===== src/rtl/naive_bus_uart_tx_slave_if.sv =====
// naive_bus data-bus interface: grant-based read channel and write channel.
interface naive_bus;
  logic        rd_req;
  logic        rd_gnt;
  logic [31:0] rd_addr;
  logic [31:0] rd_data;
  logic        wr_req;
  logic        wr_gnt;
  logic [31:0] wr_addr;
  logic [31:0] wr_data;
  logic [3:0]  wr_be;

  modport master (
    output rd_req, rd_addr, wr_req, wr_addr, wr_data, wr_be,
    input  rd_gnt, rd_data, wr_gnt
  );

  modport slave (
    input  rd_req, rd_addr, wr_req, wr_addr, wr_data, wr_be,
    output rd_gnt, rd_data, wr_gnt
  );
endinterface


===== src/rtl/naive_bus_uart_tx_slave.sv =====
// naive_bus slave driving a UART TX line through a byte FIFO, with STATUS and DIV registers.
// Define UART_TX_PARITY_EN to add an even-parity bit (8E1 framing, STATUS bit3 set).
module naive_bus_uart_tx_slave #(
  parameter logic [31:0] BASE_ADDR   = 32'h1000_0000,
  parameter int          FIFO_AW     = 4,
  parameter logic [15:0] DEFAULT_DIV = 16'd868
) (
  input  logic    clk,
  input  logic    rstn,
  naive_bus.slave bus,
  output logic    o_uart_tx
);
  localparam int DEPTH = 1 << FIFO_AW;
  localparam logic [FIFO_AW:0]   DEPTH_CNT = (FIFO_AW + 1)'(DEPTH);
  localparam logic [FIFO_AW:0]   CNT_ONE   = (FIFO_AW + 1)'(1);
  localparam logic [FIFO_AW-1:0] PTR_ONE   = FIFO_AW'(1);

`ifdef UART_TX_PARITY_EN
  typedef enum logic [2:0] {S_IDLE, S_START, S_DATA, S_PARITY, S_STOP} state_t;
`else
  typedef enum logic [2:0] {S_IDLE, S_START, S_DATA, S_STOP} state_t;
`endif

  logic               rd_hit, wr_hit, wr_is_tx, wr_gnt_int;
  logic [1:0]         rd_off, wr_off;
  logic               fifo_full, fifo_empty, push, frame_load;
  logic [FIFO_AW:0]   count_reg, count_next;
  logic [FIFO_AW-1:0] wr_ptr_reg, rd_ptr_reg;
  logic [7:0]         fifo_mem [DEPTH];
  logic [7:0]         head_byte;
  logic [15:0]        div_reg, div_eff;
  logic [31:0]        rd_data_reg, rd_data_next, status;
  state_t             state_reg;
  logic [7:0]         shift_reg;
  logic [15:0]        bit_len_reg, bit_cnt_reg;
  logic [2:0]         bit_idx_reg;
  logic               tx_reg, bit_end;
`ifdef UART_TX_PARITY_EN
  logic               parity_reg;
`endif
  logic               unused_bits;

  assign unused_bits = ^{bus.wr_data[31:16], bus.wr_be[3:2], bus.rd_addr[1:0], bus.wr_addr[1:0]};

  assign rd_hit   = bus.rd_addr[31:4] == BASE_ADDR[31:4];
  assign wr_hit   = bus.wr_addr[31:4] == BASE_ADDR[31:4];
  assign rd_off   = bus.rd_addr[3:2];
  assign wr_off   = bus.wr_addr[3:2];
  assign wr_is_tx = wr_off == 2'd0;

  assign fifo_full  = count_reg == DEPTH_CNT;
  assign fifo_empty = count_reg == '0;

  // A TXDATA store into a full FIFO is stalled by withholding the grant.
  assign wr_gnt_int  = bus.wr_req & wr_hit & ~(wr_is_tx & fifo_full);
  assign bus.wr_gnt  = wr_gnt_int;
  assign bus.rd_gnt  = bus.rd_req & rd_hit;
  assign bus.rd_data = rd_data_reg;
  assign o_uart_tx   = tx_reg;

  assign push    = wr_gnt_int & wr_is_tx & bus.wr_be[0];
  assign bit_end = bit_cnt_reg == 16'd0;
  // The next frame is loaded from IDLE or straight out of the last STOP cycle so frames abut.
  assign frame_load = ~fifo_empty & ((state_reg == S_IDLE) | ((state_reg == S_STOP) & bit_end));
  assign head_byte  = fifo_mem[rd_ptr_reg];
  assign div_eff    = (div_reg == 16'd0) ? 16'd1 : div_reg;

  for (genvar gi = 0; gi < 2; gi++) begin : g_div_byte
    logic [7:0] byte_reg;
    always_ff @(posedge clk or negedge rstn) begin
      if (!rstn) begin
        byte_reg <= DEFAULT_DIV[gi*8 +: 8];
      end else if (wr_gnt_int && wr_off == 2'd2 && bus.wr_be[gi]) begin
        byte_reg <= bus.wr_data[gi*8 +: 8];
      end
    end
    assign div_reg[gi*8 +: 8] = byte_reg;
  end

  always_ff @(posedge clk) begin
    if (push) begin
      fifo_mem[wr_ptr_reg] <= bus.wr_data[7:0];
    end
  end

  always_comb begin
    count_next = count_reg;
    case ({push, frame_load})
      2'b10:   count_next = count_reg + CNT_ONE;
      2'b01:   count_next = count_reg - CNT_ONE;
      default: count_next = count_reg;
    endcase
  end

  always_ff @(posedge clk or negedge rstn) begin
    if (!rstn) begin
      count_reg  <= '0;
      wr_ptr_reg <= '0;
      rd_ptr_reg <= '0;
    end else begin
      count_reg <= count_next;
      if (push) wr_ptr_reg <= wr_ptr_reg + PTR_ONE;
      if (frame_load) rd_ptr_reg <= rd_ptr_reg + PTR_ONE;
    end
  end

  always_comb begin
    status = '0;
    status[0] = fifo_full;
    status[1] = fifo_empty;
    status[2] = state_reg != S_IDLE;
`ifdef UART_TX_PARITY_EN
    status[3] = 1'b1;
`endif
    status[8 +: FIFO_AW + 1] = count_reg;
    case (rd_off)
      2'd1:    rd_data_next = status;
      2'd2:    rd_data_next = {16'd0, div_reg};
      default: rd_data_next = 32'd0;
    endcase
  end

  always_ff @(posedge clk or negedge rstn) begin
    if (!rstn) begin
      rd_data_reg <= 32'd0;
    end else if (bus.rd_gnt) begin
      rd_data_reg <= rd_data_next;
    end
  end

  always_ff @(posedge clk or negedge rstn) begin
    if (!rstn) begin
      state_reg   <= S_IDLE;
      shift_reg   <= 8'd0;
      bit_len_reg <= 16'd1;
      bit_cnt_reg <= 16'd0;
      bit_idx_reg <= 3'd0;
      tx_reg      <= 1'b1;
`ifdef UART_TX_PARITY_EN
      parity_reg  <= 1'b0;
`endif
    end else if (frame_load) begin
      shift_reg   <= head_byte;
      bit_len_reg <= div_eff;
      bit_cnt_reg <= div_eff - 16'd1;
      tx_reg      <= 1'b0;
      state_reg   <= S_START;
`ifdef UART_TX_PARITY_EN
      parity_reg  <= ^head_byte;
`endif
    end else if (state_reg != S_IDLE) begin
      if (!bit_end) begin
        bit_cnt_reg <= bit_cnt_reg - 16'd1;
      end else begin
        bit_cnt_reg <= bit_len_reg - 16'd1;
        case (state_reg)
          S_START: begin
            state_reg   <= S_DATA;
            tx_reg      <= shift_reg[0];
            bit_idx_reg <= 3'd0;
          end
          S_DATA: begin
            if (bit_idx_reg == 3'd7) begin
`ifdef UART_TX_PARITY_EN
              state_reg <= S_PARITY;
              tx_reg    <= parity_reg;
`else
              state_reg <= S_STOP;
              tx_reg    <= 1'b1;
`endif
            end else begin
              bit_idx_reg <= bit_idx_reg + 3'd1;
              shift_reg   <= {1'b0, shift_reg[7:1]};
              tx_reg      <= shift_reg[1];
            end
          end
`ifdef UART_TX_PARITY_EN
          S_PARITY: begin
            state_reg <= S_STOP;
            tx_reg    <= 1'b1;
          end
`endif
          default: begin
            state_reg <= S_IDLE;
            tx_reg    <= 1'b1;
          end
        endcase
      end
    end
  end
endmodule


===== src/flat_wrapper.sv =====
// flat-port wrapper written by rule: the top's interface ports become plain ports
module naive_bus_uart_tx_slave_flat 
#(
  parameter logic [31:0] BASE_ADDR   = 32'h1000_0000,
  parameter int          FIFO_AW     = 4,
  parameter logic [15:0] DEFAULT_DIV = 16'd868
)
  (clk, rstn, o_uart_tx, bus_rd_req, bus_rd_addr, bus_wr_req, bus_wr_addr, bus_wr_data, bus_wr_be, bus_rd_gnt, bus_rd_data, bus_wr_gnt);
  naive_bus bus_i ();
  input  logic clk;
  input  logic rstn;
  output logic o_uart_tx;
  input wire logic [$bits(bus_i.rd_req)-1:0] bus_rd_req;
  input wire logic [$bits(bus_i.rd_addr)-1:0] bus_rd_addr;
  input wire logic [$bits(bus_i.wr_req)-1:0] bus_wr_req;
  input wire logic [$bits(bus_i.wr_addr)-1:0] bus_wr_addr;
  input wire logic [$bits(bus_i.wr_data)-1:0] bus_wr_data;
  input wire logic [$bits(bus_i.wr_be)-1:0] bus_wr_be;
  output wire logic [$bits(bus_i.rd_gnt)-1:0] bus_rd_gnt;
  output wire logic [$bits(bus_i.rd_data)-1:0] bus_rd_data;
  output wire logic [$bits(bus_i.wr_gnt)-1:0] bus_wr_gnt;
  assign bus_i.rd_req = bus_rd_req;
  assign bus_i.rd_addr = bus_rd_addr;
  assign bus_i.wr_req = bus_wr_req;
  assign bus_i.wr_addr = bus_wr_addr;
  assign bus_i.wr_data = bus_wr_data;
  assign bus_i.wr_be = bus_wr_be;
  assign bus_rd_gnt = bus_i.rd_gnt;
  assign bus_rd_data = bus_i.rd_data;
  assign bus_wr_gnt = bus_i.wr_gnt;
  naive_bus_uart_tx_slave #(.BASE_ADDR(BASE_ADDR), .FIFO_AW(FIFO_AW), .DEFAULT_DIV(DEFAULT_DIV)) u_core (.clk(clk), .rstn(rstn), .bus(bus_i), .o_uart_tx(o_uart_tx));
endmodule

===== config.mk =====
export PLATFORM = sky130hd
export DESIGN_NAME = naive_bus_uart_tx_slave_flat
export DESIGN_NICKNAME = d
export VERILOG_FILES = /design/src/rtl/naive_bus_uart_tx_slave_if.sv /design/src/rtl/naive_bus_uart_tx_slave.sv /design/src/flat_wrapper.sv
export SDC_FILE = /design/constraint.sdc
export NUM_CORES = 1
export LEC_CHECK = 0
export BUFFER_PORTS_ARGS = -buffer_cell sky130_fd_sc_hd__buf_4
export CAP_MARGIN = 20
export CORE_MARGIN = 2
export CORE_UTILIZATION = 40
export DETAILED_ROUTE_END_ITERATION = 8
export RECOVER_POWER = 50
export SLEW_MARGIN = 20
export SYNTH_ARGS = -nofsm -noshare
export SYNTH_HDL_FRONTEND = slang
export SYNTH_SLANG_ARGS = --single-unit
export TNS_END_PERCENT = 5

===== constraint.sdc =====
create_clock -name clk -period 3.3 [get_ports clk]
set_input_delay 0.66 -clock clk [delete_from_list [all_inputs] [get_ports clk]]
set_output_delay 0.66 -clock clk [all_outputs]
set_load 0.01 [all_outputs]

==> flow_metrics.env <==
export IMPL_n_fill_cell=2141
export IMPL_clk_latency_ns=0.53
export IMPL_synth_top_area_frac=0.388
export IMPL_finalWirelength_mm=22.0
export IMPL_ir_worst_vdd_uv=481
export IMPL_dieWidth_um=161
export IMPL_die_y_um=161
export IMPL_htreeDepth=1
export IMPL_grt_use_total=0.171
export IMPL_violations="capacitance limit, slew limit"
export IMPL_final_seq_area_um2=6130
export IMPL_synth_area_um2=9900
export IMPL_timing_final_crit_share=0.927
export IMPL_largest_reg_flops=128
export IMPL_total_power_mw=6.95
export IMPL_grt_pass1_wl_mm=35.2
export IMPL_detail_route_antenna_nets=0
export IMPL_synth_edff_count=128
export IMPL_rsz0062_at_grt="no"
export IMPL_cap_viol_max_count=1
export IMPL_fin_crit_ns=3.06
export IMPL_cp_required_ns=3.70
export IMPL_finalHoldViolations=0
export IMPL_powerDensity_nw_per_um2=580
export IMPL_areaGrowthSynthToFinish_pct=21.0
export IMPL_muxShareOfSynthArea=0.121
export IMPL_crit_path_start_kind="flop"
export IMPL_nets=968
export IMPL_syn_avg_cell_area_um2=13.9
export IMPL_synth_xor_area_share=0.0203
export IMPL_cts_sinks=219
export IMPL_rows=57
export IMPL_cts_post_setup_buffers_inserted=0
export IMPL_timing_fmax_ghz=0.327
export IMPL_cts_root_buf="clkbuf_16"
export IMPL_dp_hpwl_mm=15.3
export IMPL_synth_adder_area_share=0.0215
export IMPL_setup_viol=0
export IMPL_synth_compound_area_frac=0.0853
export IMPL_max_flop_register="u_core.fifo_mem"
export IMPL_grt_start_max_net_pins=41
export IMPL_start_util=0.407
export IMPL_slew_viol_final=33
export IMPL_clkTransAtPathRegs_ns=0.06
export IMPL_vias=6235
export IMPL_die_area_um2=26000
export IMPL_cts_made_buffers=24
export IMPL_drive_gt1_frac=0.295
export IMPL_ys_seq_area_frac=0.619
export IMPL_syn_inst=713
export IMPL_cts_tree="yes"
export IMPL_diodes=0
export IMPL_gp_congestion=0.765
export IMPL_ctsHoldBuffers=0
export IMPL_drt_pass1_iterations=6
export IMPL_tns_ns=0
export IMPL_crit_fanout=17
export IMPL_grt_pass1_vias=6425
export IMPL_clockBufferDepth=3
export IMPL_core_area_um2=24300
export IMPL_port_buffers=100
export IMPL_synth_simple_gate_area_frac=0.0987
export IMPL_worstHoldPathType="primary input to flop"
export IMPL_ys_warnings_count=0
export IMPL_drt_iter0_drc=486
export IMPL_synth_async_sr_flop_share=0.416
export IMPL_ios=139
export IMPL_multi_input_comb_area_um2=3510
export IMPL_synth_area_leaders="edfxtp_1 (39%), dfrtp_1 (21%), mux4_2 (9.1%), nand2_1 (2.9%), mux2_2 (2.2%)"
export IMPL_drt_vias_per_instance=5.24
export IMPL_cellLeakagePower_nw=4.84
export IMPL_critPathCaptureType="flop"
export IMPL_worstSetupPathType="flop to flop"
export IMPL_max_slew_margin=-0.176
export IMPL_overflow=0
export IMPL_wl_per_cell_um=18.5
export IMPL_synth_top_family_by_area="multiplexers"
export IMPL_antenna_found_initial=0
export IMPL_ctsResizeCount=0
export IMPL_synth_top_area_cell="edfxtp_1"
export IMPL_status="finished with violations"
export IMPL_tightest_slew_ns=1.76
export IMPL_ys_ff_latch=219
export IMPL_ys_types=58
export IMPL_finClkSkew_ns=0.0248
export IMPL_drcViolationCount=0
export IMPL_synth_ff_type="edfxtp_1"
export IMPL_cp_arrival_ns=3.46
[routing by layer]
metal / vias to the layer above / track usage / share of wire
li1: 2962 / - / -
met1: 3117 / 0.226 / 0.44
met3: 38 / 0.0270 / 0.037
met2: 118 / 0.295 / 0.50
met5: - / 0 / 0
met4: 0 / 0.0459 / 0.023
[cells by family after synthesis]
family          count (synthesis)
other cells                     1
fa+ha+maj                      17
xor+xnor                       23
compound gates                116
mux                            67
buf+inv                        67
simple gates                  203
flops                         219
[area by class of cell]
| cell class | count | share of cell area |
|---|---|---|
| Inverter | 14 | 0.00460 |
| Timing Repair Buffer | 146 | 0.0886 |
| Sequential cell | 219 | 0.512 |
| Multi-Input combinational cell | 442 | 0.293 |
| Clock inverter | 16 | 0.0147 |
| Clock buffer | 28 | 0.0531 |
| Tap cell | 324 | 0.0338 |
[critical path, cell delays in order, from the launching register on]
cell and delay (ns):
dfrtp_1 0.50, nor4_4 0.40, a21oi_4 0.15, o21ai_4 0.20, inv_4 0.20, a221oi_2 0.54, nand4_2 0.19, nor2_1 0.20
mux2_1 0.34, a22o_1 0.22
[cells in the mapped netlist, types with 2 or more instances]
library cell / n
a22o_1: 7
nand4_1: 10
xor2_1: 10
xnor2_1: 13
dfstp_2: 7
a311oi_1: 2
nand3_2: 2
a21oi_1: 20
buf_2: 4
nor4b_1: 4
inv_1: 13
nor3b_1: 3
clkbuf_1: 19
mux4_2: 40
nand2_1: 77
a222oi_1: 5
ha_1: 17
nor2_1: 46
a221oi_2: 5
a2bb2oi_1: 3
nand3_1: 19
o41ai_1: 8
a221oi_1: 2
a41oi_1: 2
buf_4: 18
buf_1: 11
a21boi_0: 2
o31ai_1: 2
mux2_2: 19
dfrtp_1: 84
a21o_1: 8
edfxtp_1: 128
a22oi_1: 7
nand2b_1: 3
o21ai_0: 34
nor3_1: 16
mux2i_1: 7
nor4_1: 16
[power by group]
group          total, mW  switching, mW  internal [mW]
clock network       2.70           1.08           1.62
registers           3.00         0.0358           2.97
logic               1.25          0.702          0.547
[final timing paths]
check / startpoint / end / slack (ns) / cells after the start
worst max-delay path: u_core.count_reg[0]$_DFFE_PN0P_ / u_core.bit_cnt_reg[5]$_DFFE_PN0P_ / 0.24 / 9
worst max register to register: u_core.count_reg[0]$_DFFE_PN0P_ / u_core.bit_cnt_reg[5]$_DFFE_PN0P_ / 0.24 / 9
max in group asynchronous: rstn / u_core.rd_ptr_reg[0]$_DFFE_PN0N_ / 0.77 / 2
min in group asynchronous: rstn / u_core.g_div_byte[1].byte_reg[4]$_DFFE_PN0P_ / 0.61 / 1
worst min-delay path: bus_wr_data[15] / u_core.g_div_byte[1].byte_reg[7]$_DFFE_PN0P_ / 0.38 / 2
worst min register to register: u_core.bit_len_reg[14]$_DFFE_PN0N_ / u_core.bit_len_reg[14]$_DFFE_PN0N_ / 0.48 / 2
[cell usage in the layout, fill, tap and decap left out, types with 13 or more instances in the layout]
cell       instances
a21oi_1           20
buf_4            131
clkbuf_1          14
clkbuf_16         24
conb_1            16
dfrtp_1           83
edfxtp_1         128
ha_1              16
inv_1             13
mux2_2            19
mux4_2            40
nand2_1           77
nand3_1           19
nor2_1            46
nor3_1            16
nor4_1            15
o21ai_0           34
xnor2_1           13
[stage by stage]
| stage | util | std cells | hold slack (ns) | setup WS, ns | instance area (µm²) |
|---|---|---|---|---|---|
| final | 0.493 | 1189 | 0.376 | 0.241 | 12000 |
| after global routing | 0.493 | 1189 | 0.351 | 0.0663 | 12000 |
| after CTS | 0.494 | 1189 | 0.0906 | 0.109 | 12000 |
| after detailed placement | 0.461 | 1145 | 0.467 | 0.0536 | 11200 |
| after global placement | 0.461 | 1145 | 0.460 | 0.126 | 11200 |
| after floorplan | - | 728 | 0.364 | 0.0487 | 9960 |
Note: power is estimated with default switching activity, not from simulation.
